File: config.mk
export PLATFORM = sky130hd
export DESIGN_NAME = ysyx_25020037_ifu_fq
export DESIGN_NICKNAME = d
export VERILOG_FILES = /design/src/rtl/ysyx_25020037_ifu_fq_pkg.sv /design/src/rtl/ysyx_25020037_fetch_fifo.sv /design/src/rtl/ysyx_25020037_ifu_fq.sv
export SDC_FILE = /design/constraint.sdc
export NUM_CORES = 1
export LEC_CHECK = 0
export BUFFER_PORTS_ARGS = -buffer_cell sky130_fd_sc_hd__clkbuf_2
export CAP_MARGIN = 25
export CORE_AREA = 2 2 165 167
export CTS_BUF_LIST = sky130_fd_sc_hd__clkbuf_16
export CTS_CLUSTER_SIZE = 10
export DETAILED_ROUTE_END_ITERATION = 8
export DIE_AREA = 0 0 167 169
export HOLD_SLACK_MARGIN = 0.02
export PLACE_DENSITY = 0.77
export SYNTH_ARGS = -nofsm -noshare
export SYNTH_HDL_FRONTEND = slang
export SYNTH_HIERARCHICAL = 1
export SYNTH_SLANG_ARGS = --single-unit
File: constraint.sdc
create_clock -name clk -period 9.8 [get_ports clk]
set_input_delay 0 -clock clk [delete_from_list [all_inputs] [get_ports clk]]
set_output_delay 0 -clock clk [all_outputs]
set_load 0.02 [all_outputs]
File: src/rtl/ysyx_25020037_ifu_fq_pkg.sv
// Shared configuration for the IFU fetch-queue slice: FSM encodings, SDRAM
// window, IFU->IDU bus width, AXI constants and the queue entry layout.
package ysyx_25020037_ifu_fq_pkg;

    localparam int unsigned FU_TO_DU_BUS_WD = 64;

    // Region served by a burst-capable slave; everything else gets single beats.
    localparam logic [31:0] SDRAM_BASE = 32'hA000_0000;
    localparam logic [31:0] SDRAM_END  = 32'hBFFF_FFFF;

    // Refill FSM encodings
    localparam logic [1:0] S_IDLE = 2'd0;
    localparam logic [1:0] S_AR   = 2'd1;
    localparam logic [1:0] S_R    = 2'd2;
    localparam logic [1:0] S_DROP = 2'd3;

    localparam logic [1:0] AXI_BURST_FIXED = 2'b00;
    localparam logic [1:0] AXI_BURST_INCR  = 2'b01;
    localparam logic [2:0] AXI_SIZE_4B     = 3'd2;

    // One fetch-queue entry
    typedef struct packed {
        logic        fault;
        logic [31:0] pc;
        logic [31:0] inst;
    } fq_entry_t;

    // True when a line base may be refilled with a single INCR burst
    function automatic logic in_sdram(input logic [31:0] addr);
        return (addr >= SDRAM_BASE) && (addr <= SDRAM_END);
    endfunction

endpackage

File: src/rtl/ysyx_25020037_fetch_fifo.sv
// Fetch queue storage: circular buffer with flush.
// Ports: clk, rst_n (async active-low); push/din write the tail; pop
// retires the head (dout); flush empties the queue; full/empty flags.
// A push into a full queue is accepted only alongside a pop.
module ysyx_25020037_fetch_fifo #(
    parameter int unsigned WIDTH = 65,
    parameter int unsigned DEPTH = 4
) (
    input  logic             clk,
    input  logic             rst_n,
    input  logic             push,
    input  logic             pop,
    input  logic             flush,
    input  logic [WIDTH-1:0] din,
    output logic [WIDTH-1:0] dout,
    output logic             full,
    output logic             empty
);

    localparam int unsigned PTR_W = (DEPTH > 1) ? $clog2(DEPTH) : 1;
    localparam int unsigned CNT_W = $clog2(DEPTH + 1);

    logic [WIDTH-1:0] mem_q [DEPTH];
    logic [PTR_W-1:0] rd_ptr_q;
    logic [PTR_W-1:0] wr_ptr_q;
    logic [CNT_W-1:0] cnt_q;
    logic             do_push;
    logic             do_pop;

    function automatic logic [PTR_W-1:0] ptr_inc(input logic [PTR_W-1:0] p);
        return (p == PTR_W'(DEPTH - 1)) ? '0 : p + PTR_W'(1);
    endfunction

    assign full    = (cnt_q == CNT_W'(DEPTH));
    assign empty   = (cnt_q == '0);
    assign do_pop  = pop & ~empty;
    assign do_push = push & (~full | do_pop);
    assign dout    = mem_q[rd_ptr_q];

    // Pointers and occupancy
    always_ff @(posedge clk or negedge rst_n) begin
        if (!rst_n) begin
            rd_ptr_q <= '0;
            wr_ptr_q <= '0;
            cnt_q    <= '0;
        end else if (flush) begin
            rd_ptr_q <= '0;
            wr_ptr_q <= '0;
            cnt_q    <= '0;
        end else begin
            if (do_push) wr_ptr_q <= ptr_inc(wr_ptr_q);
            if (do_pop)  rd_ptr_q <= ptr_inc(rd_ptr_q);
            case ({do_push, do_pop})
                2'b10:   cnt_q <= cnt_q + CNT_W'(1);
                2'b01:   cnt_q <= cnt_q - CNT_W'(1);
                default: cnt_q <= cnt_q;
            endcase
        end
    end

    // Entry storage; contents are only meaningful while counted
    always_ff @(posedge clk) begin
        if (do_push && !flush) mem_q[wr_ptr_q] <= din;
    end

endmodule

File: src/rtl/ysyx_25020037_ifu_fq.sv
// IFU front end: fetch-PC sequencing, fetch queue toward the IDU and the
// AXI4 read refill engine for the icache.
// Ports: clk/rst_n; redirect_valid/redirect_pc from EXU; idu_ready,
// ifu_valid, fu_to_du_bus {pc,inst}, access_fault toward IDU; icache_addr,
// icache_data, icache_hit, mem_req, mem_addr, mem_data, mem_ready toward the
// icache; AXI4 AR/R master channels.
// Build option: YSYX_25020037_IFU_FQ_EN selects an FQ_DEPTH-entry queue;
// without it the queue is a single entry.
module ysyx_25020037_ifu_fq
    import ysyx_25020037_ifu_fq_pkg::*;
#(
    parameter int unsigned BLOCK_SIZE = 16,
    parameter int unsigned FQ_DEPTH   = 4,
    parameter logic [31:0] RESET_PC   = 32'h8000_0000
) (
    input  logic                       clk,
    input  logic                       rst_n,
    input  logic                       redirect_valid,
    input  logic [31:0]                redirect_pc,
    input  logic                       idu_ready,
    output logic                       ifu_valid,
    output logic [FU_TO_DU_BUS_WD-1:0] fu_to_du_bus,
    output logic                       access_fault,
    output logic [31:0]                icache_addr,
    input  logic [31:0]                icache_data,
    input  logic                       icache_hit,
    input  logic                       mem_req,
    input  logic [31:0]                mem_addr,
    output logic [BLOCK_SIZE*8-1:0]    mem_data,
    output logic                       mem_ready,
    output logic                       arvalid,
    input  logic                       arready,
    output logic [31:0]                araddr,
    output logic [3:0]                 arid,
    output logic [7:0]                 arlen,
    output logic [2:0]                 arsize,
    output logic [1:0]                 arburst,
    input  logic                       rvalid,
    output logic                       rready,
    input  logic [31:0]                rdata,
    input  logic [1:0]                 rresp,
    input  logic                       rlast,
    input  logic [3:0]                 rid
);

    localparam int unsigned BEATS     = BLOCK_SIZE / 4;
    localparam int unsigned CNT_W     = (BEATS > 1) ? $clog2(BEATS) : 1;
    localparam logic [31:0] LINE_MASK = ~32'(BLOCK_SIZE - 1);
`ifdef YSYX_25020037_IFU_FQ_EN
    localparam int unsigned Q_DEPTH = FQ_DEPTH;
`else
    // Single-entry queue; FQ_DEPTH stays on the interface but has no effect.
    localparam int unsigned Q_DEPTH = FQ_DEPTH - FQ_DEPTH + 1;
`endif

    logic [1:0]              state_q, state_n;
    logic [31:0]             fetch_pc_q;
    logic [31:0]             line_base_q;
    logic                    burst_q;
    logic [CNT_W-1:0]        beat_cnt_q;
    logic                    fault_q;
    logic [31:0]             araddr_q;
    logic [7:0]              arlen_q;
    logic [1:0]              arburst_q;
    logic                    arvalid_q;
    logic                    rready_q;
    logic                    mem_ready_q;
    logic [BLOCK_SIZE*8-1:0] mem_data_q;

    logic        q_full, q_empty, q_pop;
    logic        hit_push, start_miss;
    logic        r_fire, line_end, txn_end;
    logic [31:0] miss_base;
    fq_entry_t   push_entry, head;

    assign miss_base = mem_addr & LINE_MASK;
    assign q_pop     = ~q_empty & idu_ready;

    // A full queue still accepts a hit when the head retires in the same cycle
    assign hit_push   = (state_q == S_IDLE) & icache_hit & ~redirect_valid & (~q_full | q_pop);
    // Hold off for the mem_ready cycle so the icache can install the line first
    assign start_miss = (state_q == S_IDLE) & ~icache_hit & mem_req & ~q_full
                        & ~redirect_valid & ~mem_ready_q;

    assign r_fire   = rvalid & rready_q & (rid == 4'd0);
    assign line_end = burst_q ? rlast : (beat_cnt_q == CNT_W'(BEATS - 1));
    // Each single-beat read is its own AXI transaction
    assign txn_end  = ~burst_q | rlast;

    assign push_entry.fault = fault_q & ((fetch_pc_q & LINE_MASK) == line_base_q);
    assign push_entry.pc    = fetch_pc_q;
    assign push_entry.inst  = icache_data;

    ysyx_25020037_fetch_fifo #(
        .WIDTH ($bits(fq_entry_t)),
        .DEPTH (Q_DEPTH)
    ) u_fetch_fifo (
        .clk   (clk),
        .rst_n (rst_n),
        .push  (hit_push),
        .pop   (q_pop),
        .flush (redirect_valid),
        .din   (push_entry),
        .dout  (head),
        .full  (q_full),
        .empty (q_empty)
    );

    // State register
    always_ff @(posedge clk or negedge rst_n) begin
        if (!rst_n) state_q <= S_IDLE;
        else        state_q <= state_n;
    end

    // Next-state logic
    always_comb begin
        state_n = state_q;
        unique case (state_q)
            S_IDLE: if (start_miss) state_n = S_AR;
            S_AR: begin
                if (redirect_valid) state_n = S_DROP;
                else if (arready)   state_n = S_R;
            end
            S_R: begin
                if (r_fire) begin
                    if (redirect_valid)  state_n = txn_end ? S_IDLE : S_DROP;
                    else if (line_end)   state_n = S_IDLE;
                    else if (!burst_q)   state_n = S_AR;
                end else if (redirect_valid) begin
                    state_n = S_DROP;
                end
            end
            S_DROP: if (r_fire && txn_end) state_n = S_IDLE;
            default: state_n = S_IDLE;
        endcase
    end

    // Fetch PC, AR channel, line assembly and fault tracking
    always_ff @(posedge clk or negedge rst_n) begin
        if (!rst_n) begin
            fetch_pc_q  <= RESET_PC;
            line_base_q <= '0;
            burst_q     <= 1'b0;
            beat_cnt_q  <= '0;
            fault_q     <= 1'b0;
            araddr_q    <= '0;
            arlen_q     <= '0;
            arburst_q   <= AXI_BURST_FIXED;
            arvalid_q   <= 1'b0;
            rready_q    <= 1'b0;
            mem_ready_q <= 1'b0;
            mem_data_q  <= '0;
        end else begin
            rready_q    <= (state_n == S_R) || (state_n == S_DROP);
            mem_ready_q <= (state_q == S_R) && r_fire && line_end && !redirect_valid;

            if (redirect_valid)  fetch_pc_q <= redirect_pc & ~32'h3;
            else if (hit_push)   fetch_pc_q <= fetch_pc_q + 32'd4;

            if (start_miss) begin
                line_base_q <= miss_base;
                burst_q     <= in_sdram(miss_base);
                araddr_q    <= miss_base;
                arlen_q     <= in_sdram(miss_base) ? 8'(BEATS - 1) : 8'd0;
                arburst_q   <= in_sdram(miss_base) ? AXI_BURST_INCR : AXI_BURST_FIXED;
                arvalid_q   <= 1'b1;
            end else if ((state_q == S_R) && (state_n == S_AR)) begin
                araddr_q  <= araddr_q + 32'd4;
                arvalid_q <= 1'b1;
            end else if (arvalid_q && arready) begin
                arvalid_q <= 1'b0;
            end

            if ((state_q == S_R) && r_fire) begin
                mem_data_q[32*beat_cnt_q +: 32] <= rdata;
                beat_cnt_q <= line_end ? '0 : beat_cnt_q + CNT_W'(1);
                if (rresp != 2'b00) fault_q <= 1'b1;
            end
            if ((state_q != S_IDLE) && (state_n == S_IDLE)) beat_cnt_q <= '0;

            if (start_miss || redirect_valid) fault_q <= 1'b0;
        end
    end

    assign ifu_valid    = ~q_empty;
    assign fu_to_du_bus = {head.pc, head.inst};
    assign access_fault = ~q_empty & head.fault;
    assign icache_addr  = fetch_pc_q;
    assign mem_data     = mem_data_q;
    assign mem_ready    = mem_ready_q;
    assign arvalid      = arvalid_q;
    assign araddr       = araddr_q;
    assign arid         = 4'd0;
    assign arlen        = arlen_q;
    assign arsize       = AXI_SIZE_4B;
    assign arburst      = arburst_q;
    assign rready       = rready_q;

endmodule

**Word level (Yosys, flattened, before mapping)**

Memory sizes are Yosys's and may differ from the RTL's.
Index checks and enable logic that the tools add are counted.

- $add $sub $neg: 6
- Magnitude comparators: 2
- Equal/unequal tests: 10
- Shift operators: 2
- Mux-type cells: 32
- Bitwise operators: 23
- Reductions and logical operators: 25

Operators with widths:

| kind | count |
|---|---|
| 128-bit bitwise mux | 1 |
| 32-bit two-way mux | 4 |
| 32-bit by 34-bit variable shift with 128-bit output, first input constant | 1 |
| 32-bit by 34-bit variable part select with 128-bit output | 1 |
| 32-bit by 3-bit adder with 32-bit output, second input constant | 2 |
| 7-bit negator with 34-bit output | 1 |
| 32-bit greater-or-equal comparator, second input constant | 1 |
| 32-bit <= comparator, second input constant | 1 |
| 28-bit equality test | 1 |
| 2-bit two-way mux | 14 |
| 1-bit bitwise AND | 15 |
| 2-bit nonzero test | 7 |
| 2-bit equality test, second input constant | 6 |
| 1-bit two-way mux | 11 |
| 1-bit logical AND | 9 |
| 2-bit case mux with 4 select lines | 1 |
| 2-bit by 1-bit equality test with 1-bit output, second input constant | 3 |
| 3-bit nonzero test | 2 |
| 1-bit inverter | 5 |
| 2-bit zero test | 2 |
| 4-bit zero test | 1 |
| 1-bit bitwise OR | 3 |
| 2-bit by 1-bit adder with 2-bit output, second input constant | 1 |
| 1-bit logical OR | 2 |
| other kinds (5) | 5 |

- Register bits after elaboration: 240
- RAM bits: 65
- Input bits: 143
- Logic and storage cells: 115
- Memories kept: 1

Memories:

| memory | depth | width | read ports | clocked after memory_dff | wr ports | RTL line | RTL |
|---|---|---|---|---|---|---|---|
| u_fetch_fifo.mem_q | 1 | 65 | 1 | 0 | 1 | ysyx_25020037_fetch_fifo.sv:23 | `logic [WIDTH-1:0] mem_q [DEPTH];` |

**Longest topological paths before layout**

- Depth in word-level cells: 12
- Gate-level depth with buffers: 8
- Depth with buffers taken out: 7

**Hierarchy**

Netlist, hierarchy kept.

By module, submodules not included:

| module | instances | cells an instance | area each (µm²) | seq. area each (µm²) |
|---|---|---|---|---|
| ysyx_25020037_ifu_fq | 1 | 1205 | 10682.7 | 5631.7 |
| ysyx_25020037_fetch_fifo | 1 | 70 | 2016.9 | 1976.9 |

**Least setup slack after synthesis**

OpenSTA, ideal clock, no wires.

- Path kind: flip-flop to flip-flop
- Start: register state_q[1]
- End: memory u_fetch_fifo.mem_q[0][0] (enable)
- Setup time: 0.477 ns
- Arrival time: 3.975 ns
- Slack: 5.349 ns
- Cell stages (with the launch flop): 6
- Period minus slack after synthesis: 4.451 ns
- Cells stage by stage: dfrtp_1 > nor3_1 > o211ai_1 > inv_1 > buf_1 > nor3b_2

- Word-level cells in the longest chain between the ends: 8

Ends and longest elaborated chain:

| what | RTL line | RTL |
|---|---|---|
| start: declaration | ysyx_25020037_ifu_fq.sv:56 | `logic [1:0] state_q, state_n;` |
| start signal: assignment | ysyx_25020037_ifu_fq.sv:112 | `else state_q <= state_n;` |
| 2-bit zero test | ysyx_25020037_ifu_fq.sv:80 | `assign hit_push = (state_q == S_IDLE) & icache_hit & ~redirect_valid & (~q_full \| q_pop);` |
| 1-bit bitwise AND (3 in a row) | ysyx_25020037_ifu_fq.sv:80 |  |
| net hit_push | ysyx_25020037_ifu_fq.sv:71 | `logic hit_push, start_miss;` |
| 1-bit bitwise AND | ysyx_25020037_fetch_fifo.sv:37 | `assign do_push = push & (~full \| do_pop);` |
| 1-bit logical AND | ysyx_25020037_fetch_fifo.sv:63 | `if (do_push && !flush) mem_q[wr_ptr_q] <= din;` |
| 1-bit two-way mux | ysyx_25020037_fetch_fifo.sv:63 |  |
| 1-bit two-way mux (implied by the code) | ysyx_25020037_fetch_fifo.sv:63 |  |
| end: declaration | ysyx_25020037_fetch_fifo.sv:23 |  |

The timed path passes the listed nets, and every way through them passes these cells.

**Final worst setup path**

- Start: register state_q[1]
- End: memory u_fetch_fifo.mem_q[0][55] (enable)

- Word-level cells in the longest chain between the ends: 8

Ends and longest elaborated chain:

| what | RTL line |
|---|---|
| 2-bit zero test | ysyx_25020037_ifu_fq.sv:80 |
| 1-bit bitwise AND (3 in a row) | ysyx_25020037_ifu_fq.sv:80 |
| 1-bit bitwise AND | ysyx_25020037_fetch_fifo.sv:37 |
| 1-bit logical AND | ysyx_25020037_fetch_fifo.sv:63 |
| 1-bit two-way mux | ysyx_25020037_fetch_fifo.sv:63 |
| 1-bit two-way mux (implied by the code) | ysyx_25020037_fetch_fifo.sv:63 |

Every way passes these cells.

==> flow_metrics.tcl <==
set metrics [dict create \
    nNetsFinal 1909 \
    synth_top_family_by_area "simple AND/OR/NAND/NOR gates" \
    synthFlopType "dfrtp_1" \
    syn_avg_cell_area_sq_um 9.96 \
    placed_area_sq_um 14700 \
    tns_ns 0 \
    synthAdderAreaFrac_pct 0.788 \
    h-tree-depth 2 \
    min_period_ns 3.66 \
    fillerInstances 2008 \
    period_share_pct 37.4 \
    slew_viol_final 0 \
    clock.fmax_mhz 273 \
    worstSetupStartpointType "flip-flop" \
    clk_latency_ns 0.51 \
    drcViolationCount 0 \
    fin_skew_ns 0.0109 \
    antenna_found_initial 2 \
    worstPathRequired_ns 9.94 \
    hold_violations 0 \
    powerDensity_nw_per_um2 163 \
    initial_utilization_pct 47.9 \
    slew_headroom_pct 27.4 \
    ys_warn_count 6 \
    cts.sinks 291 \
    avgViaCountPerCell 5.56 \
    drt_iter0_drc 1172 \
    die_area_sq_um 28200 \
    outcome "completed" \
    cts_inserted_buffers 35 \
    synth_edf_count 65 \
    firstDrtPassIters 5 \
    finalWirelength_um 41500 \
    synth_cells 1275 \
    synth_mux_area_share_pct 0.315 \
    io_pins 421 \
    layout-drive-gt1-share_pct 27.1 \
    leakagePower_nw 8.06 \
    syn_to_final_growth_pct 34.2 \
    routabilityCongestion 0.874 \
    tightest_slew_ns 1.08 \
    cts_setup_buffers 0 \
    path_cells "nor3_1 -> o211ai_1 -> buf_4 -> inv_1 -> nor3b_4 -> buf_4" \
    worstPathMaxFanout 56 \
    wl_per_cell_um 19.6 \
    multiInputGateArea_sq_um 4490 \
    fin_area_sq_um 17000 \
    cts.repair.resized 0 \
    grt_overflow 0 \
    grt_pass1_vias 11645 \
    synth_compound_area_share_pct 10.2 \
    irDropWorstVdd_mv 0.158 \
    maxCapViolations 0 \
    worst_path_max_delay_cell "buf_4" \
    yosysTopAreaCellShare_pct 44.3 \
    ff_latch_area_sq_um 7610 \
    cp-end-kind "flip-flop" \
    async_flop_share_pct 77.7 \
    rows 60 \
    die_h_um 169 \
    fp.coreArea_sq_um 26500 \
    die_w_um 167 \
    synthSimpleGateAreaFrac_pct 19.4 \
    dp.final_hpwl_um 26500 \
    cts_tree "built" \
    dr_total_vias 11771 \
    synth_cell_types 55 \
    syn_area_sq_um 12700 \
    synth-seq-cells 291 \
    arrival_ns 3.80 \
    cp_common_cell "buf_4" \
    ant_nets 0 \
    path_clk_slew_ns 0.06 \
    ys_seq_area_share_pct 59.9 \
    setup_violations 0 \
    grt_max_degree 104 \
    grtUsageTotal_pct 28.8 \
    crit_type "flip-flop to flip-flop" \
    yosys.area.top_type "dfrtp_1" \
    cts_hold_buf 129 \
    numPortBuffers 396 \
    grt_pass1_wl_um 64500 \
    synth_xor_area_share_pct 3.79 \
    cts_root_buf "clkbuf_16" \
    clockBufferDepth 3 \
    rsz0062_at_grt "false" \
    hold_path.class "primary input to flip-flop" \
    critical_path.max_stage_delay_ns 0.69 \
    synth_area_leaders "dfrtp_1 (44%), edfxtp_1 (15%), nand2_1 (12%), o21ai_0 (6.5%), buf_4 (3.0%)" \
]
## critical path, delay by kind of cell (launching register included)
kind	cells	cell delay, ns
and+or+nand+nor	2	1.09
buffers and inverters	3	1.56
AOI/OAI and AO/OA	1	0.18
DFF	1	0.42
## per-layer routing
metal	GRT usage (%)	vias to the layer above	routed length [um]
met4	15.1	0	2270
met1	36.8	5594	16200
li1	-	5232	-
met5	0	-	0
met3	5.59	186	3340
met2	47.1	759	19700
## registers in the layout (all words and copies together) (netlist names)
signal / count
fault_q: 1
icache_addr: 30
state_q: 2
mem_data: 128
araddr: 30
u_fetch_fifo/mem_q: 65
u_fetch_fifo/full: 1
mem_ready: 1
beat_cnt_q: 2
rready: 1
arvalid: 1
line_base_q: 28
arlen: 1
## cells by family after synthesis
family,count (synthesis)
other cells,2
fa+ha+maj,8
compound gates,228
flops,291
mux,4
buf+inv,135
simple gates,552
xor+xnor,55
## metrics by stage
stage / cells / setup slack, ns / total power [mW] / util [%] / hold slack [ns]
6_report: 2116 / 6.14 / 2.78 / 64.3 / 0.0765
5_1_grt: 2116 / 6.01 / 2.88 / 64.3 / 0.0803
4_1_cts: 2112 / 6.26 / 2.77 / 64.2 / 0.0423
3_5_place_dp: 1931 / 6.26 / 1.60 / 55.6 / 0.0989
3_3_place_gp: 1929 / 6.31 / 1.60 / 55.4 / 0.102
2_1_floorplan: 1293 / 5.35 / 1.49 / - / -0.296
## path summary, 6_finish.rpt
check / cells past startpoint / startpoint / endpoint / slack [ns]
hold reg to reg: 2 / mem_data[20] / mem_data[20] / 0.48
min in group asynchronous: 2 / rst_n / araddr[4] / 0.11
setup reg to reg: 6 / state_q[1] / u_fetch_fifo/mem_q[0][55] / 6.14
hold / removal: 4 / redirect_valid / icache_addr[3] / 0.08
setup / recovery: 6 / state_q[1] / u_fetch_fifo/mem_q[0][55] / 6.14
max in group asynchronous: 4 / rst_n / mem_data[4] / 7.46
## cell usage after synthesis, types with 19 or more instances
library cell and count:
buf_4 51, clkbuf_1 53, dfrtp_1 225, edfxtp_1 65
inv_1 21, nand2_1 395, nand3_1 32, nand4_1 25
nor2_1 19, nor3_1 28, o21ai_0 165, xnor2_1 27
xor2_1 28
## area by class of cell
class	count	share of cell area, %
repair buffers	542	20.3
inverters	21	0.462
multi-input cells	867	26.3
diodes	2	0.0294
clock buffers	36	5.29
clock inverters	16	0.462
flip-flops and latches	291	44.6
well taps	341	2.50
## cells in the final DEF (no fill, tap or decap), types with 9 or more instances in the layout
master	netlist	layout
a21oi_1	11	11
buf_4	51	13
clkbuf_16	0	36
clkbuf_2	0	395
conb_1	2	20
dfrtp_1	225	225
dlygate4sd3_1	0	129
edfxtp_1	65	65
inv_1	21	33
nand2_1	395	391
nand3_1	32	32
nand4_1	25	25
nor2_1	19	19
nor3_1	28	27
nor4_1	9	9
o211ai_1	15	15
o21ai_0	165	165
o311ai_0	9	9
xnor2_1	27	27
xor2_1	28	28
## report_power, final
part / switching [mW] / internal, mW
sequential: 0.0527 / 1.27
combinational: 0.190 / 0.121
clock: 0.486 / 0.656
Note: power is estimated with default switching activity, not from simulation.
